## config.mk

```make
export PLATFORM = sky130hd
export DESIGN_NAME = mag_compare_seq
export DESIGN_NICKNAME = d
export VERILOG_FILES = /design/src/rtl/mag_cmp_pkg.sv /design/src/rtl/chunk_cmp.sv /design/src/rtl/mag_compare_seq.sv
export SDC_FILE = /design/constraint.sdc
export NUM_CORES = 1
export LEC_CHECK = 0
export CAP_MARGIN = 20
export CORE_MARGIN = 1.5
export CORE_UTILIZATION = 35
export DETAILED_ROUTE_END_ITERATION = 10
export SYNTH_ARGS = -nofsm -noshare
export SYNTH_HDL_FRONTEND = slang
export SYNTH_SLANG_ARGS = --single-unit
```

## constraint.sdc

```tcl
create_clock -name clk -period 1.9 [get_ports clk]
set_input_delay 0.57 -clock clk [delete_from_list [all_inputs] [get_ports clk]]
set_output_delay 0.57 -clock clk [all_outputs]
set_load 0.03 [all_outputs]
```

## src/rtl/mag_cmp_pkg.sv

```systemverilog
// rtl/mag_cmp_pkg.sv - shared FSM state and result encodings for the sequential magnitude comparator
package mag_cmp_pkg;

    typedef enum logic [1:0] {
        ST_IDLE    = 2'd0,
        ST_COMPARE = 2'd1,
        ST_DONE    = 2'd2
    } state_e;

    // Result vector ordering is {less, equal, greater}
    typedef logic [2:0] result_t;

    localparam result_t RES_NONE    = 3'b000;
    localparam result_t RES_LESS    = 3'b100;
    localparam result_t RES_EQUAL   = 3'b010;
    localparam result_t RES_GREATER = 3'b001;

endpackage

```

## src/rtl/chunk_cmp.sv

```systemverilog
// rtl/chunk_cmp.sv - combinational STEP-bit chunk compare with optional sign-bit flip on the MSB
module chunk_cmp #(
    parameter int STEP = 4
) (
    input  logic [STEP-1:0] x,
    input  logic [STEP-1:0] y,
    input  logic            msb_signed,
    output logic            lt,
    output logic            eq,
    output logic            gt
);

    logic [STEP-1:0] xs;
    logic [STEP-1:0] ys;

    // Inverting the sign bit maps two's-complement order onto unsigned order
    always_comb begin
        xs = x;
        ys = y;
        if (msb_signed) begin
            xs[STEP-1] = ~x[STEP-1];
            ys[STEP-1] = ~y[STEP-1];
        end
    end

    assign lt = (xs <  ys);
    assign eq = (xs == ys);
    assign gt = (xs >  ys);

endmodule

```

## src/rtl/mag_compare_seq.sv

```systemverilog
// rtl/mag_compare_seq.sv - MSB-first chunked magnitude comparator; MAG_CMP_SIGNED_EN adds signed_mode
module mag_compare_seq
    import mag_cmp_pkg::*;
#(
    parameter int WIDTH = 16,
    parameter int STEP  = 4
) (
    input  logic             clk,
    input  logic             rst_n,
    input  logic             start,
    input  logic [WIDTH-1:0] a,
    input  logic [WIDTH-1:0] b,
`ifdef MAG_CMP_SIGNED_EN
    input  logic             signed_mode,
`endif
    output logic             ready,
    output logic             done,
    output logic             less,
    output logic             equal,
    output logic             greater
);

    localparam int N     = WIDTH / STEP;
    localparam int IDX_W = (N > 1) ? $clog2(N) : 1;
    localparam logic [IDX_W-1:0] IDX_TOP = IDX_W'(N - 1);

    generate
        if ((WIDTH % STEP) != 0) begin : g_bad_cfg
            $error("mag_compare_seq: WIDTH must be a multiple of STEP");
        end
    endgenerate

    state_e           state_q, state_d;
    logic [IDX_W-1:0] idx_q, idx_d;
    logic [WIDTH-1:0] a_q, a_d;
    logic [WIDTH-1:0] b_q, b_d;
    result_t          res_q, res_d;
    logic             sgn_cur;
    logic             accept;
    logic [STEP-1:0]  chunk_a, chunk_b;
    logic             c_lt, c_eq, c_gt;

    assign accept  = start && (state_q != ST_COMPARE);
    assign chunk_a = a_q[idx_q*STEP +: STEP];
    assign chunk_b = b_q[idx_q*STEP +: STEP];

`ifdef MAG_CMP_SIGNED_EN
    logic sgn_q;

    always_ff @(posedge clk or negedge rst_n) begin
        if (!rst_n) begin
            sgn_q <= 1'b0;
        end else if (accept) begin
            sgn_q <= signed_mode;
        end
    end

    assign sgn_cur = sgn_q;
`else
    assign sgn_cur = 1'b0;
`endif

    chunk_cmp #(.STEP(STEP)) u_chunk_cmp (
        .x          (chunk_a),
        .y          (chunk_b),
        .msb_signed (sgn_cur && (idx_q == IDX_TOP)),
        .lt         (c_lt),
        .eq         (c_eq),
        .gt         (c_gt)
    );

    always_ff @(posedge clk or negedge rst_n) begin
        if (!rst_n) begin
            state_q <= ST_IDLE;
            idx_q   <= '0;
            a_q     <= '0;
            b_q     <= '0;
            res_q   <= RES_NONE;
        end else begin
            state_q <= state_d;
            idx_q   <= idx_d;
            a_q     <= a_d;
            b_q     <= b_d;
            res_q   <= res_d;
        end
    end

    always_comb begin
        state_d = state_q;
        idx_d   = idx_q;
        a_d     = a_q;
        b_d     = b_q;
        res_d   = res_q;
        case (state_q)
            ST_IDLE, ST_DONE: begin
                if (accept) begin
                    state_d = ST_COMPARE;
                    idx_d   = IDX_TOP;
                    a_d     = a;
                    b_d     = b;
                    res_d   = RES_NONE;
                end else begin
                    state_d = ST_IDLE;
                end
            end
            ST_COMPARE: begin
                // First differing chunk decides; lower chunks cannot change the outcome
                if (!c_eq) begin
                    state_d = ST_DONE;
                    res_d   = c_lt ? RES_LESS : (c_gt ? RES_GREATER : RES_NONE);
                end else if (idx_q == '0) begin
                    state_d = ST_DONE;
                    res_d   = RES_EQUAL;
                end else begin
                    idx_d = idx_q - 1'b1;
                end
            end
            default: state_d = ST_IDLE;
        endcase
    end

    always_comb begin
        ready   = (state_q != ST_COMPARE);
        done    = (state_q == ST_DONE);
        less    = res_q[2];
        equal   = res_q[1];
        greater = res_q[0];
    end

endmodule

```

==> out/results.ini, run 1 <==
[worst_setup_path]
crit_required_ns=2.07
start_kind=register
cp.arrival_ns=2.24
path_class=reg -> reg
end_kind=register
worstPathMaxFanout=5

[sta]
setup_tns_ns=-0.679
finalHoldViolations=0
postLayoutSetupSlackWorst_ns=-0.172
grt_setup_unrepaired=true
timing.final.crit_share=1.09
setup_viol=5
fin_crit_ns=2.07
drv_slew=0
fmax_ghz=0.483
worst_slew_pin_slew_ns=0.493
finClkSkew_ns=0.00605
max_slew_margin=0.671

[floorplanning]
start_util=0.365
die_width_um=76.2
ios=40
die_y_um=76.2
coreArea_um2=5140
rows=26
dieArea_um2=5810

[placement]
dp_hpwl_um=2660
gp_congestion=0.783
placed_area_um2=2450
port_buffers=39

[job]
cap_violations=0

[routing]
wirelength_um=3500
drt_first_pass_iters=3
drt_iter0_markers=46
wl_met3_um=129
via_per_inst=4.82
remaining_drc_errors=0
vias=1180
wl_met1_um=1460
ant_nets=0
wl_met2_um=1870
top_layer=met4
wl_per_cell_um=14.3

[finish]
area_growth_pct=37.4
fin_area_um2=2580
drive_above_1_share=0.451
n_antenna_cell=0
fin_nets=216

[cts]
cts_tree=yes
cts.path.max_buffers=2
numCtsBuffers=5
htreeDepth=2
root_buffer=clkbuf_8
hold_buffers=0
numClockSinks=39
insertion_delay_ns=0.28
clk_pin_slew_ns=0.07

[synthesis]
yosys.area_share.simple=0.0467
synth_cell_types=29
syn_inst=124
ys_top_cells_by_count=dfrtp_1 (39), mux2_2 (30), inv_1 (8), mux4_2 (6)
synth.area.top_cells=dfrtp_1 (52%), mux2_2 (18%), mux4_2 (7.2%), ha_1 (3.3%), buf_6 (3.0%)
yosysSeqAreaShare=0.520
yosysTopAreaCell=dfrtp_1
synthMuxAreaShare=0.296
synth_fa_ha_area_frac=0.0333
synth_seq_cells=39
ys_warn_count=0
synthFlopType=dfrtp_1
synth_area_um2=1880
synth_top_family_by_area=multiplexers
synth_compound_area_frac=0.0553
synth_most_common_cell=dfrtp_1
synth.top_cell.area_share=0.520
synth-async-reset-ratio=1.00
yosys.area_share.xor_xnor=0
synth.avg_cell_area_um2=15.1
syn-num-nets=164
synth_edf_count=0

[global_routing]
grt_usage=0.138
grt_pass1_wl_um=6180
grt_max_degree=40
grt_pass1_vias=1258
antenna_found_initial=0
grt_overflow_total=0

[run_status]
violations=setup timing
status=finished with violations

[min_path]
hold_class=in -> async

[power_and_ir_drop]
max-vdd-ir-drop_v=0.000625
power_density_nw_per_um2=1610
power.leakage_nw=1.12

## worst paths after layout
kind | from | endpoint | slack [ns] | cells past startpoint
hold / removal | rst_n | b_q[4]$_DFFE_PN0P_ | 0.34 | 2
hold reg to reg | res_q[2]$_DFFE_PN0P_ | res_q[2]$_DFFE_PN0P_ | 0.49 | 2
setup / recovery | idx_q[0]$_DFFE_PN0P_ | idx_q[1]$_DFFE_PN0P_ | -0.17 | 7
min in group clk | res_q[2]$_DFFE_PN0P_ | res_q[2]$_DFFE_PN0P_ | 0.49 | 2
max in group asynchronous | rst_n | idx_q[0]$_DFFE_PN0P_ | 1.20 | 2
setup reg to reg | idx_q[0]$_DFFE_PN0P_ | idx_q[1]$_DFFE_PN0P_ | -0.17 | 7
## sequential cells by signal, indices dropped and copies added (netlist names)
signal and count:
a_q 16, b_q 16, res_q 3, idx_q 2, state_q 2
## cells in the final DEF, fill, tap and decap left out, types with 2 or more instances in the layout
cell and n:
dlygate4sd2_1 2, ha_4 4, clkbuf_8 5, mux4_2 6
a32o_2 2, inv_2 4, dfrtp_1 38, mux2_4 2
mux2_2 30, clkdlybuf4s50_1 33, mux4_1 2, buf_6 4
buf_12 2, inv_1 3, nand2_1 3, a21oi_1 3
dlymetal6s2s_1 2, o21ai_1 2, buf_4 7
## cells by family after synthesis
kind of cell	count (synthesis)
and+or+nand+nor	13
muxes	40
adders and majority gates	5
DFF	39
buffers and inverters	14
AOI/OAI and AO/OA	13
## report_power, final
group	total [mW]	internal [mW]	leakage (nW)	switching, mW
sequential	1.41	1.20	0.456	0.212
combinational	2.24	1.32	0.623	0.926
clock	0.501	0.245	0.0371	0.256
total	4.16	2.76	1.12	1.39
## layer usage
layer	vias to the layer above	track usage
li1	559	-
met5	-	0
met2	23	0.238
met4	0	0.0500
met1	594	0.165
met3	4	0.0383
## layout make-up
class	instances	area, µm²
fillers	474	2560
flip-flops and latches	39	977
multi-input cells	71	893
repair buffers	51	515
well taps	70	87.6
clock buffers	6	72.6
inverters	8	32.5
## worst max-delay path, cell delays in order, from the launching register on
cell and delay, ns:
dfrtp_2 0.43, buf_6 0.12, mux4_2 0.52, ha_4 0.32, nand4_4 0.14, nor2_4 0.13
a22oi_1 0.07, o22a_1 0.22
## per-stage QoR
stage          total power, mW  setup slack (ns)  utilization  hold WS, ns  std cells
4_1_cts                   4.22            -0.185        0.500        0.352        245
3_3_place_gp              3.46            -0.204        0.476        0.473        236
2_1_floorplan             2.98            -0.115            -        0.274        124
6_report                  4.16            -0.172        0.502        0.337        245
3_5_place_dp              3.53            -0.278        0.476        0.479        236
5_1_grt                   4.51            -0.270        0.502        0.369        245
## repair_timing
action,4_1_cts,5_1_grt
resized for setup,18,3
pin swaps,10,3
setup buffers,3,0
endpoints found under the setup margin,10,9
Power figures use the tool's default switching activity.
==> run 2: changes to the inputs <==
ABC_AREA = 1   (was not set)
CTS_CLUSTER_DIAMETER = 50   (was not set)
PLACE_DENSITY = 0.67   (was not set)
==> run 2 against run 1 <==
  * The run now ends clean
  * Total power down 5.0%
  * Die area is 3.8% higher
  * Clock-buffer cell count is the same
  * Non-clock buffer count decreased by 3
  * Critical path depth down 5
  * Register-to-register slack gained 0.28 ns
  * Global-route usage up 1.6 points
  * Synthesized cell count up 97%
  * Setup slack better by 0.27 ns
  * Critical endpoint is now done
  * Largest cell class unchanged
==> out/results.ini, run 2 <==
[cts]
cts_tree=yes
hold_buffers=0
insertion_delay_ns=0.29
numCtsBuffers=5
htreeDepth=2
numClockSinks=39
cts.path.max_buffers=2
clk_pin_slew_ns=0.07
root_buffer=clkbuf_8

[finish]
fin_area_um2=2520
drive_above_1_share=0.119
final_util=0.463
layout_common_cells=nand2_1 (79), dfrtp_1 (37), clkdlybuf4s50_1 (33), nand3_1 (32), nor2_1 (23)
area_growth_pct=29.0
layout_commonest_cell=nand2_1
largest_registers=a_q (16), b_q (16), res_q (3)
fin_nets=325
n_antenna_cell=0
filler_cell_count=575

[sta]
fmax_ghz=0.554
setup_viol=0
fin_crit_ns=1.81
finalHoldViolations=0
hold_ws_ns=0.213
finClkSkew_ns=0.00331
worst_slew_pin_slew_ns=0.438
drv_slew=0
max_slew_margin=0.708
timing.final.crit_share=0.950

[worst_setup_path]
r2r_setup_slack_ns=0.11
path_class=reg -> out
worstPathMaxFanout=4
end_kind=output pin
cp.arrival_ns=1.24
crit_required_ns=1.33
start_kind=register

[routing]
top_layer=met4
remaining_drc_errors=0
wirelength_um=4180
wl_met1_um=1870
drt_iter0_markers=66
wl_per_cell_um=11.7
wl_met3_um=181
vias=1681
ant_nets=0
via_per_inst=4.71
wl_met2_um=2070
drt_first_pass_iters=4

[placement]
port_buffers=39
placed_area_um2=2400
gp_congestion=0.937
dp_hpwl_um=3200

[synthesis]
synth_area_um2=1950
synth_seq_cells=39
synth.top_cell.area_share=0.500
synthFlopType=dfrtp_1
synth_edf_count=0
yosysSeqAreaShare=0.500
synth_most_common_cell=nand2_1
ys_warn_count=0
yosysTopAreaCell=dfrtp_1
syn-num-nets=284
synth.area.top_cells=dfrtp_1 (50%), nand2_1 (16%), nand3_1 (8.2%), nor2_1 (4.6%), ha_1 (3.2%)
syn_inst=244
ys_top_cells_by_count=nand2_1 (82), dfrtp_1 (39), nand3_1 (32), nor2_1 (24), o21ai_0 (12)
synth_cell_types=18
synth-async-reset-ratio=1.00
synth.avg_cell_area_um2=8.00

[global_routing]
grt_overflow_total=0
grt_pass1_vias=1639
grt_max_degree=28
antenna_found_initial=0
grt_usage=0.154
grt_pass1_wl_um=7300

[floorplanning]
coreArea_um2=5440
die_width_um=77.7
start_util=0.359
die_y_um=77.7
ios=40
rows=27
dieArea_um2=6030

[job]
cap_violations=0

[min_path]
hold_class=in -> async

[power_and_ir_drop]
power_density_nw_per_um2=1570
power.leakage_nw=1.30
max-vdd-ir-drop_v=0.000554

[run_status]
status=complete, no violations

## run 2: repair_timing
item | CTS | global route
gates resized for setup | 2 | 18
setup endpoints to repair | 2 | 9
setup buffers | 0 | 1
pin swaps | 0 | 4
## run 2: path summary, 6_finish.rpt
kind / startpoint / to / cells past startpoint
setup / recovery: state_q[0]$_DFFE_PN0P_ / done / 2
hold / removal: rst_n / a_q[0]$_DFFE_PN0P_ / 1
setup reg to reg: idx_q[0]$_DFFE_PN0P_ / idx_q[1]$_DFFE_PN0P_ / 9
hold reg to reg: a_q[11]$_DFFE_PN0P_ / a_q[11]$_DFFE_PN0P_ / 2
max in group asynchronous: rst_n / idx_q[1]$_DFFE_PN0P_ / 2
min in group clk: a_q[11]$_DFFE_PN0P_ / a_q[11]$_DFFE_PN0P_ / 2
## run 2: critical path: stages, from the launching register on
cell and delay [ns]:
dfrtp_1 0.43, nor2_1 0.12, dlygate4sd2_1 0.40
## run 2: per-layer routing
metal  vias up  GRT usage
li1        863          -
met1       777      0.195
met2        35      0.253
met3         6     0.0388
met4         0     0.0545
met5         -          0
## run 2: cells by family (layout without fill, tap and decap cells)
| family | count (synthesis) | in the layout | synth area share |
|---|---|---|---|
| buffers and inverters | 27 | 68 | 0.0840 |
| and+or+nand+nor | 143 | 143 | 0.303 |
| AOI/OAI and AO/OA | 30 | 30 | 0.0814 |
| adders and majority gates | 5 | 5 | 0.0321 |
| DFF | 39 | 39 | 0.500 |
## run 2: cell type report
class / count / area (µm²) / share of cell area
clock inverters: 1 / 5.00 / 0.00199
well taps: 72 / 90.1 / 0.0358
clock buffers: 6 / 82.6 / 0.0328
inverters: 13 / 53.8 / 0.0214
flip-flops and latches: 39 / 978 / 0.388
repair buffers: 48 / 483 / 0.192
multi-input cells: 178 / 826 / 0.328
## run 2: power breakdown
part           total [mW]  leakage, nW  internal (mW)  switching, mW
combinational        1.95        0.781          0.786           1.16
sequential           1.44        0.473           1.20          0.237
clock               0.558       0.0470          0.284          0.273
## run 2: through the flow
step | total power [mW] | setup WS (ns) | cells | setup TNS, ns
2_1_floorplan | 2.80 | 0.261 | 244 | 0
5_1_grt | 4.38 | -0.0121 | 357 | -0.0261
6_report | 3.95 | 0.0946 | 357 | 0
3_3_place_gp | 3.23 | 0.0631 | 349 | 0
3_5_place_dp | 3.29 | 0.0476 | 349 | 0
4_1_cts | 3.85 | 0.00714 | 356 | 0
==> run 3: changes to the inputs <==
CORE_MARGIN = 2   (was 1.5)
==> run 3 against run 2 <==
  * Final cell count grew 0.28%
  * Critical path depth grew 8
  * Clock power grew 12%
  * Via count shrank 0.71%
  * Total power grew 1.5%
  * Sequential power is essentially flat
  * Wire length grew 1.3%
  * Clock skew grew 0.0011 ns
  * Core utilization shrank 0.16 points
  * Critical path type is now reg -> reg
==> out/results.ini, run 3 (synthesis gave the netlist of run 2 again) <==
[run_status]
status=complete, no violations

[sta]
worst_slew_pin_slew_ns=0.487
drv_slew=0
fmax_ghz=0.549
fin_crit_ns=1.82
setup_viol=0
grt_setup_unrepaired=true
setup_tns_ns=0
postLayoutSetupSlackWorst_ns=0.0777
hold_ws_ns=0.308
timing.final.crit_share=0.959
max_slew_margin=0.676
finClkSkew_ns=0.00440
finalHoldViolations=0

[floorplanning]
rows=27
ios=40
start_util=0.359
coreArea_um2=5440
dieArea_um2=6190
die_y_um=78.7
die_width_um=78.7

[finish]
final_util=0.461
layout_commonest_cell=nand2_1
multi_input_area_um2=833
area_growth_pct=28.6
drive_above_1_share=0.122
largest_registers=a_q (16), b_q (16), res_q (3)
n_antenna_cell=0
layout_common_cells=nand2_1 (80), dfrtp_1 (37), clkdlybuf4s50_1 (33), nand3_1 (32), nor2_1 (23)
fin_nets=325
regArea_um2=978
filler_cell_count=550

[global_routing]
grt.met1_usage=0.185
grt_pass1_vias=1602
grt_usage=0.148
antenna_found_initial=0
grt_overflow_total=0
grt_pass1_wl_um=7130
met3_usage=0.0379
top_usage_layer=met2
grt_max_degree=40
gr-usage-met2=0.240

[worst_setup_path]
end_kind=register
worstPathMaxFanout=6
cp.arrival_ns=2.06
start_kind=register
path_class=reg -> reg
crit_required_ns=2.14
rr_worst_depth=10

[cts]
insertion_delay_ns=0.30
numClockSinks=39
cts_setup_buffers=0
cts_tree=yes
clk_pin_slew_ns=0.07
numCtsBuffers=5
root_buffer=clkbuf_8
cts.path.max_buffers=2
htreeDepth=2

[routing]
drt_iter0_markers=79
wirelength_um=4240
via_per_inst=4.66
remaining_drc_errors=0
vias=1669
ant_nets=0
wl_per_cell_um=11.8
drt_first_pass_iters=4

[placement]
port_buffers=39
dp_hpwl_um=3090
gp_congestion=0.855
place_ws_ns=0.0171

[power_and_ir_drop]
max-vdd-ir-drop_v=0.000538
power.leakage_nw=1.29
power_density_nw_per_um2=1600

[job]
cap_violations=0

[min_path]
hold_class=in -> async

==> run 3: path summary, 6_finish.rpt <==
check                                     start                     end  slack [ns]
setup / recovery           idx_q[0]$_DFFE_PN0P_    res_q[2]$_DFFE_PN0P_        0.08
hold / removal                            rst_n  state_q[1]$_DFFE_PN0P_        0.31
setup reg to reg           idx_q[0]$_DFFE_PN0P_    res_q[2]$_DFFE_PN0P_        0.08
hold reg to reg            res_q[1]$_DFFE_PN0P_    res_q[1]$_DFFE_PN0P_        0.47
max in group asynchronous                 rst_n    idx_q[1]$_DFFE_PN0P_        1.21
min in group clk           res_q[1]$_DFFE_PN0P_    res_q[1]$_DFFE_PN0P_        0.47
==> run 3: critical path, cell delays in order, from the launching register on <==
cell     delay (ns)
dfrtp_2        0.45
buf_4          0.16
o21ai_1        0.20
a21oi_2        0.09
ha_1           0.32
nand2_2        0.09
nor2_2         0.16
nand2_1        0.10
nand2_2        0.09
nand2_1        0.05
nand2_1        0.05
==> run 3: report_power, final <==
group,internal [mW],switching (mW),leakage [nW]
clock,0.331,0.293,0.0515
sequential,1.20,0.244,0.473
combinational,0.764,1.17,0.761
total,2.30,1.71,1.29
==> run 3: what timing repair did <==
item	CTS	global route
gates cloned	0	0
hold buffers	0	0
setup endpoints to repair	6	8
pin swaps	0	3
resized for setup	4	17
==> run 3: per-stage QoR <==
stage	cells	power, mW	cell area (µm²)
after floorplan	244	2.80	1950
after global placement	350	3.25	2380
after detailed placement	350	3.29	2380
after CTS	358	3.92	2480
after global routing	358	4.40	2510
final	358	4.01	2510
==> run 3: per-layer routing <==
metal / vias to the layer above / share of wire
li1: 866 / -
met5: - / 0
met4: 0 / 0.019
met1: 758 / 0.47
met3: 6 / 0.047
met2: 39 / 0.47
==> run 3: area by class of cell <==
cell class                 count  area share
sequential                    39       0.390
multi-input combinational    178       0.332
timing repair buffer          48       0.181
clock buffer                   8      0.0399
tap                           72      0.0359
inverter                      13      0.0214
